### config.mk
export PLATFORM = sky130hd
export DESIGN_NAME = time_counter_flat
export DESIGN_NICKNAME = d
export VERILOG_FILES = /design/src/rtl/timer_pkg.sv /design/src/rtl/time_counter_if.sv /design/src/rtl/time_tick_gen.sv /design/src/rtl/time_counter.sv /design/src/flat_wrapper.sv
export SDC_FILE = /design/constraint.sdc
export NUM_CORES = 1
export LEC_CHECK = 0
export CAP_MARGIN = 20
export CORE_MARGIN = 4
export CORE_UTILIZATION = 35
export CTS_BUF_LIST = sky130_fd_sc_hd__clkbuf_4 sky130_fd_sc_hd__clkbuf_8
export CTS_CLUSTER_SIZE = 10
export DETAILED_ROUTE_END_ITERATION = 10
export GPL_TIMING_DRIVEN = 0
export PLACE_DENSITY = 0.62
export SKIP_CTS_REPAIR_TIMING = 1
export SLEW_MARGIN = 5
export SYNTH_ARGS = -nofsm -noshare
export SYNTH_HDL_FRONTEND = slang
export SYNTH_SLANG_ARGS = --single-unit
### constraint.sdc
create_clock -name clk1000 -period 3.36 [get_ports clk1000]
set_input_delay 0.504 -clock clk1000 [delete_from_list [all_inputs] [get_ports clk1000]]
set_output_delay 0.504 -clock clk1000 [all_outputs]
set_load 0.02 [all_outputs]
### src/rtl/timer_pkg.sv
// Shared definitions for the time-keeping core: FSM and direction encodings,
// field limits, the {hh,mm,ss} layout and the carry/borrow/clamp helpers.
package timer_pkg;

    localparam int FIELD_W = 8;
    localparam int BUS_W   = 3 * FIELD_W;

    localparam int HH_LSB = 16;
    localparam int MM_LSB = 8;
    localparam int SS_LSB = 0;

    localparam logic [FIELD_W-1:0] SEC_MAX = 8'd59;
    localparam logic [FIELD_W-1:0] MIN_MAX = 8'd59;

    typedef enum logic [1:0] {
        IDLE  = 2'd0,
        RUN   = 2'd1,
        PAUSE = 2'd2,
        DONE  = 2'd3
    } timer_state_t;

    typedef enum logic {
        DIR_UP   = 1'b0,
        DIR_DOWN = 1'b1
    } timer_dir_t;

    // Packed so that the struct maps directly onto bus[23:0] = {hh,mm,ss}.
    typedef struct packed {
        logic [FIELD_W-1:0] hh;
        logic [FIELD_W-1:0] mm;
        logic [FIELD_W-1:0] ss;
    } hms_t;

    function automatic hms_t clamp_time(input hms_t t, input logic [FIELD_W-1:0] hour_max);
        hms_t r;
        r = t;
        if (t.ss > SEC_MAX)  r.ss = SEC_MAX;
        if (t.mm > MIN_MAX)  r.mm = MIN_MAX;
        if (t.hh > hour_max) r.hh = hour_max;
        return r;
    endfunction

    function automatic hms_t time_inc(input hms_t t, input logic [FIELD_W-1:0] hour_max);
        hms_t r;
        r = t;
        if (t.ss < SEC_MAX) begin
            r.ss = t.ss + 8'd1;
        end else begin
            r.ss = '0;
            if (t.mm < MIN_MAX) begin
                r.mm = t.mm + 8'd1;
            end else begin
                r.mm = '0;
                r.hh = (t.hh < hour_max) ? t.hh + 8'd1 : '0;
            end
        end
        return r;
    endfunction

    // Saturates at 00:00:00 so a stray call can never roll the timer backwards.
    function automatic hms_t time_dec(input hms_t t);
        hms_t r;
        r = t;
        if (t != '0) begin
            if (t.ss != '0) begin
                r.ss = t.ss - 8'd1;
            end else begin
                r.ss = SEC_MAX;
                if (t.mm != '0) begin
                    r.mm = t.mm - 8'd1;
                end else begin
                    r.mm = MIN_MAX;
                    r.hh = t.hh - 8'd1;
                end
            end
        end
        return r;
    endfunction

endpackage

### src/rtl/time_counter_if.sv
// Control/data bundle between the time-keeping core and its surroundings
// (button logic on the master side, display scanner reading bus/done/tick).
interface time_counter_if;
    import timer_pkg::*;

    logic             start;
    logic             mode;
    logic             load;
    logic [BUS_W-1:0] load_val;
    logic [BUS_W-1:0] bus;
    logic             done;
    logic             tick;

    modport master (
        output start, mode, load, load_val,
        input  bus, done, tick
    );

    modport slave (
        input  start, mode, load, load_val,
        output bus, done, tick
    );

endinterface

### src/rtl/time_tick_gen.sv
// Seconds prescaler: counts enabled clock cycles and strobes tick on the last
// cycle of each second; holds its fraction while disabled.
module time_tick_gen #(
    parameter int CLK_HZ = 1000
) (
    input  logic clk1000,
    input  logic rst,
    input  logic en,
    input  logic clr,
    output logic tick
);

    localparam int CNT_W = (CLK_HZ > 1) ? $clog2(CLK_HZ) : 1;
    localparam logic [CNT_W-1:0] CNT_LAST = CNT_W'(CLK_HZ - 1);

    logic [CNT_W-1:0] cnt;

    always_ff @(posedge clk1000 or negedge rst) begin
        if (!rst) begin
            cnt <= '0;
        end else if (clr) begin
            cnt <= '0;
        end else if (en) begin
            if (cnt == CNT_LAST) begin
                cnt <= '0;
            end else begin
                cnt <= cnt + CNT_W'(1);
            end
        end
    end

    // Combinational strobe; the parent registers it together with the time update.
    assign tick = en && !clr && (cnt == CNT_LAST);

endmodule

### src/rtl/time_counter.sv
// Hours/minutes/seconds core: run/pause/done FSM plus the up/down carry chain,
// presenting {hh,mm,ss} in binary to the display stage.
module time_counter
    import timer_pkg::*;
#(
    parameter int CLK_HZ   = 1000,
    parameter int HOUR_MAX = 23
) (
    input  logic           clk1000,
    input  logic           rst,
    time_counter_if.slave  tif
);

    localparam logic [FIELD_W-1:0] HOUR_LAST = FIELD_W'(HOUR_MAX);

    timer_state_t state;
    timer_dir_t   dir;
    hms_t         now;
    logic         tick_q;
    logic         done_q;

    logic         sec_tick;
    logic         run_en;
    hms_t         now_up;
    hms_t         now_down;
    hms_t         load_clamped;
    logic         hit_zero;

    assign run_en = (state == RUN);

    time_tick_gen #(
        .CLK_HZ (CLK_HZ)
    ) u_tick_gen (
        .clk1000 (clk1000),
        .rst     (rst),
        .en      (run_en),
        .clr     (tif.load),
        .tick    (sec_tick)
    );

    assign now_up       = time_inc(now, HOUR_LAST);
    assign now_down     = time_dec(now);
    assign load_clamped = clamp_time(hms_t'(tif.load_val), HOUR_LAST);
    assign hit_zero     = sec_tick && (dir == DIR_DOWN) && (now_down == '0);

    // Load overrides everything; reaching zero wins over a pause request in the same cycle.
    always_ff @(posedge clk1000 or negedge rst) begin
        if (!rst) begin
            state  <= IDLE;
            dir    <= DIR_UP;
            now    <= '0;
            tick_q <= 1'b0;
            done_q <= 1'b0;
        end else begin
            tick_q <= 1'b0;
            if (tif.load) begin
                now    <= load_clamped;
                state  <= IDLE;
                done_q <= 1'b0;
            end else begin
                case (state)
                    IDLE: begin
                        if (tif.start) begin
                            dir <= timer_dir_t'(tif.mode);
                            if (tif.mode && (now == '0)) begin
                                state  <= DONE;
                                done_q <= 1'b1;
                            end else begin
                                state <= RUN;
                            end
                        end
                    end
                    RUN: begin
                        if (sec_tick) begin
                            tick_q <= 1'b1;
                            now    <= (dir == DIR_UP) ? now_up : now_down;
                        end
                        if (hit_zero) begin
                            state  <= DONE;
                            done_q <= 1'b1;
                        end else if (tif.start) begin
                            state <= PAUSE;
                        end
                    end
                    PAUSE: begin
                        if (tif.start) begin
                            state <= RUN;
                        end
                    end
                    DONE: begin
                        if (tif.start) begin
                            state  <= IDLE;
                            done_q <= 1'b0;
                        end
                    end
                    default: begin
                        state <= IDLE;
                    end
                endcase
            end
        end
    end

    assign tif.bus  = now;
    assign tif.done = done_q;
    assign tif.tick = tick_q;

endmodule

### src/flat_wrapper.sv
// flat-port wrapper written by rule: the top's interface ports become plain ports
module time_counter_flat import timer_pkg::*;
#(
    parameter int CLK_HZ   = 1000,
    parameter int HOUR_MAX = 23
)
  (clk1000, rst, tif_start, tif_mode, tif_load, tif_load_val, tif_bus, tif_done, tif_tick);
  time_counter_if tif_i ();
  input  logic clk1000;
  input  logic rst;
  input wire logic [$bits(tif_i.start)-1:0] tif_start;
  input wire logic [$bits(tif_i.mode)-1:0] tif_mode;
  input wire logic [$bits(tif_i.load)-1:0] tif_load;
  input wire logic [$bits(tif_i.load_val)-1:0] tif_load_val;
  output wire logic [$bits(tif_i.bus)-1:0] tif_bus;
  output wire logic [$bits(tif_i.done)-1:0] tif_done;
  output wire logic [$bits(tif_i.tick)-1:0] tif_tick;
  assign tif_i.start = tif_start;
  assign tif_i.mode = tif_mode;
  assign tif_i.load = tif_load;
  assign tif_i.load_val = tif_load_val;
  assign tif_bus = tif_i.bus;
  assign tif_done = tif_i.done;
  assign tif_tick = tif_i.tick;
  time_counter #(.CLK_HZ(CLK_HZ), .HOUR_MAX(HOUR_MAX)) u_core (.clk1000(clk1000), .rst(rst), .tif(tif_i));
endmodule
==> out/summary.md <==
- run status: completed
- Die Area: 0.0106 sq mm
- setup repair after global routing missed its margin: no
- share of flip-flops with an asynchronous set or reset: 100%
- proportion of total power due to net switching: 42.9%
- Req. time, crit path: 3.54 ns
- critical path capture point type: register
- total number of vias: 3521
- floorplan die width: 103 um
- # nets final: 506
- Synthesis Warnings: 0
- final weighted congestion in routability-driven placement: 0.929
- portion of the post-synthesis area used by sequential elements: 31.0%
- Synth Instances: 408
- buffers from clock root to sink, at most: 2
- proportion of power drawn by combinational gates: 48.9%
- maximum level of the CTS H-tree: 2
- Hold WC Path Type: input port to async pin
- Worst-path clk slew: 0.09 ns
- TritonCTS clock tree: yes
- Synth Area per Inst: 7.72 sq um
- fraction of power consumed by the clock network: 20.5%
- number of I/O pins: 55
- count of antenna diodes in the layout: 0
- total power: 2.05 mW
- post-synthesis cell type count: 61
- filler cell count in the final layout: 848
- Arr. time, crit path: 3.17 ns
- worst supply voltage drop on vdd: 257 uV
- synthesis-stage register bit count: 39
- most area-hungry cell type in the Yosys netlist: sky130_fd_sc_hd__dfrtp_1
- area share of the largest cell type after synthesis: 31.0%
- Final setup viols: 0
- final core utilization: 45.4%
- most instantiated cells after synthesis: 50 x sky130_fd_sc_hd__o21ai_0, 39 x sky130_fd_sc_hd__dfrtp_1, 37 x sky130_fd_sc_hd__nor2_1
- Crit Path Max Fanout: 9
- Starting Density: 36.1%
- number of DRC violations after detailed-routing iteration 0: 276
- clk sink count: 39
- Psw: 879 uW
- CTS Root Buffer Type: sky130_fd_sc_hd__clkbuf_8
- first-pass iteration count of the detailed router: 4
- clock latency at the later pin of the worst-skew pair: 0.31 ns
- number of enable-type register cells in the synthesized netlist: 0
- register share of total power: 30.6%
- r2r worst-path depth: 9
- transition at the pin with the smallest max-transition slack: 0.876 ns
- Detail Placement HPWL: 7530 um
- most frequent cell after synthesis: sky130_fd_sc_hd__o21ai_0
- post-detailed-route DRC marker count: 0
- max-cap viol count: 0
- final critical path time including I/O delays and setup: 2.99 ns
- core region area: 0.00872 sq mm
- first-pass GRT wire length: 16900 um
- TNS Setup: 0 ns
- wirelength, routed: 10100 um
- layout cell share with drive strength beyond 1: 5.94%
- cell types with the largest area share after synthesis: sky130_fd_sc_hd__dfrtp_1 31%, sky130_fd_sc_hd__o21ai_0 7.9%, sky130_fd_sc_hd__nor2_1 4.4%
- post-route clock skew: 0.0104 ns
- capturing point of the worst reg2reg path: u_core.state[1]
- global-route total usage across every layer: 20.1%
- via count of the first global-routing pass: 3312
- count of nets left with antenna violations after detail routing: 0
- Pint: 1.17 mW
- number of endpoints with negative hold slack in the final report: 0
- areal power density over the cells: 518 mW/mm^2
- Register-to-Register Setup Slack: 0.37 ns
- dominant synthesized flop cell: sky130_fd_sc_hd__dfrtp_1
- Slew headroom: 41.3%
- overflow left after global routing: 0
- Highest Clock Rate: 334 MHz
- Leak Pwr: 1.51 nW
- share of the cycle needed by the critical path after routing: 89.1%
- IO Port Bufs: 54
- total clock buffers created by CTS: 5
- area of the mapped netlist: 0.00315 sq mm
- largest net degree at the start of global routing: 25
- initial antenna violation count: 0
- source of the worst register-to-register timing path: u_core.tif.bus[16]
- height of the die: 103 um
- Std-Cell Rows: 34
- area added between synthesis and finish: 25.6%
- mean number of vias per cell: 6.08
- Synth Net Count: 444
- fin. max-slew vios: 0
- crit path kind: register to register
- DR WL/cell: 17.5 um
- startpoint type of the worst setup path: register
power by group through the flow:
stage	combinational, mW	sequential, mW	clock (mW)
6_report	1.00	0.627	0.419
4_1_cts	0.995	0.625	0.434
2_1_floorplan	0.582	0.691	0
3_5_place_dp	0.989	0.634	0
3_3_place_gp	0.984	0.633	0
5_1_grt	1.11	0.638	0.445
flip-flops by register name, indices dropped and copies added (netlist names):
| register | cells |
|---|---|
| u_core.tif.done | 1 |
| u_core.dir | 1 |
| u_core.u_tick_gen.cnt | 10 |
| u_core.tif.tick | 1 |
| u_core.tif.bus | 24 |
| u_core.state | 2 |
stage by stage:
step	hold slack (ns)	worst slack, ns	cells	cell area, sq um
2_1_floorplan	0.208	0.837	408	3150
6_report	0.120	0.366	579	3960
3_3_place_gp	0.472	0.442	570	3820
3_5_place_dp	0.465	0.442	571	3840
5_1_grt	0.147	0.166	579	3960
4_1_cts	0.135	0.405	579	3960
metal layers:
metal	GRT usage [%]	share of wire, %
met5	0	0
met4	7.07	2.1
met3	3.25	7.2
met2	30.2	46
met1	29.2	45
cells in the final DEF (no fill, tap or decap), drive strengths merged, types with 6 or more instances in the layout:
cell type,synthesis,final
nand3,15,15
nand4,9,9
nor3,17,17
o22ai,7,7
nand2,33,33
nor4,7,7
dfrtp,39,39
ha,7,7
nor2,38,38
inv,20,21
a31oi,14,14
o31ai,12,12
xor2,9,9
clkbuf,21,26
or3,6,6
o21ai,53,53
buf,4,6
clkdlybuf4s50,0,53
a21oi,20,20
how the worst max path moves through the flow:
stage | startpoint | end | depth (start not counted)
2_1_floorplan | u_core.tif.bus[8] | u_core.tif.bus[11] | 8
4_1_cts | u_core.tif.bus[16] | u_core.state[1] | 9
6_report | u_core.tif.bus[16] | u_core.state[1] | 9
5_1_grt | u_core.tif.bus[0] | u_core.state[1] | 9
3_5_place_dp | u_core.tif.bus[16] | u_core.state[1] | 9
3_3_place_gp | u_core.tif.bus[0] | u_core.state[1] | 9
critical path, cell delays in order, from the launching register on:
cell and delay, ns:
sky130_fd_sc_hd__dfrtp_1 0.41, sky130_fd_sc_hd__clkbuf_1 0.25, sky130_fd_sc_hd__inv_1 0.14, sky130_fd_sc_hd__ha_1 0.21
sky130_fd_sc_hd__or4b_1 0.56, sky130_fd_sc_hd__nor4_4 0.48, sky130_fd_sc_hd__nand2_2 0.20, sky130_fd_sc_hd__mux2_1 0.35
sky130_fd_sc_hd__nand4_1 0.16, sky130_fd_sc_hd__o21ai_1 0.09
kinds of logic (layout without fill, tap and decap cells):
family / Yosys count / after routing / share of synthesized area (%)
multiplexers: 1 / 1 / 0.358
AO/OA/AOI/OAI: 145 / 145 / 29.6
XOR/XNOR: 12 / 12 / 3.34
buffers and inverters: 45 / 108 / 5.72
flip-flops: 39 / 39 / 31.0
AND/OR/NAND/NOR: 159 / 159 / 27.2
adder cells (fa/ha/maj): 7 / 7 / 2.78
final cells by class:
| type | instances | area, sq um | area share, % |
|---|---|---|---|
| plain buffers | 25 | 105 | 2.66 |
| clock buffers | 5 | 68.8 | 1.74 |
| clock inverters | 3 | 47.5 | 1.20 |
| inverters | 20 | 75.1 | 1.90 |
| multi-input cells | 324 | 1990 | 50.4 |
| flip-flops and latches | 39 | 976 | 24.7 |
| well taps | 108 | 135 | 3.42 |
| repair buffers | 55 | 556 | 14.0 |
Power figures use the tool's default switching activity.
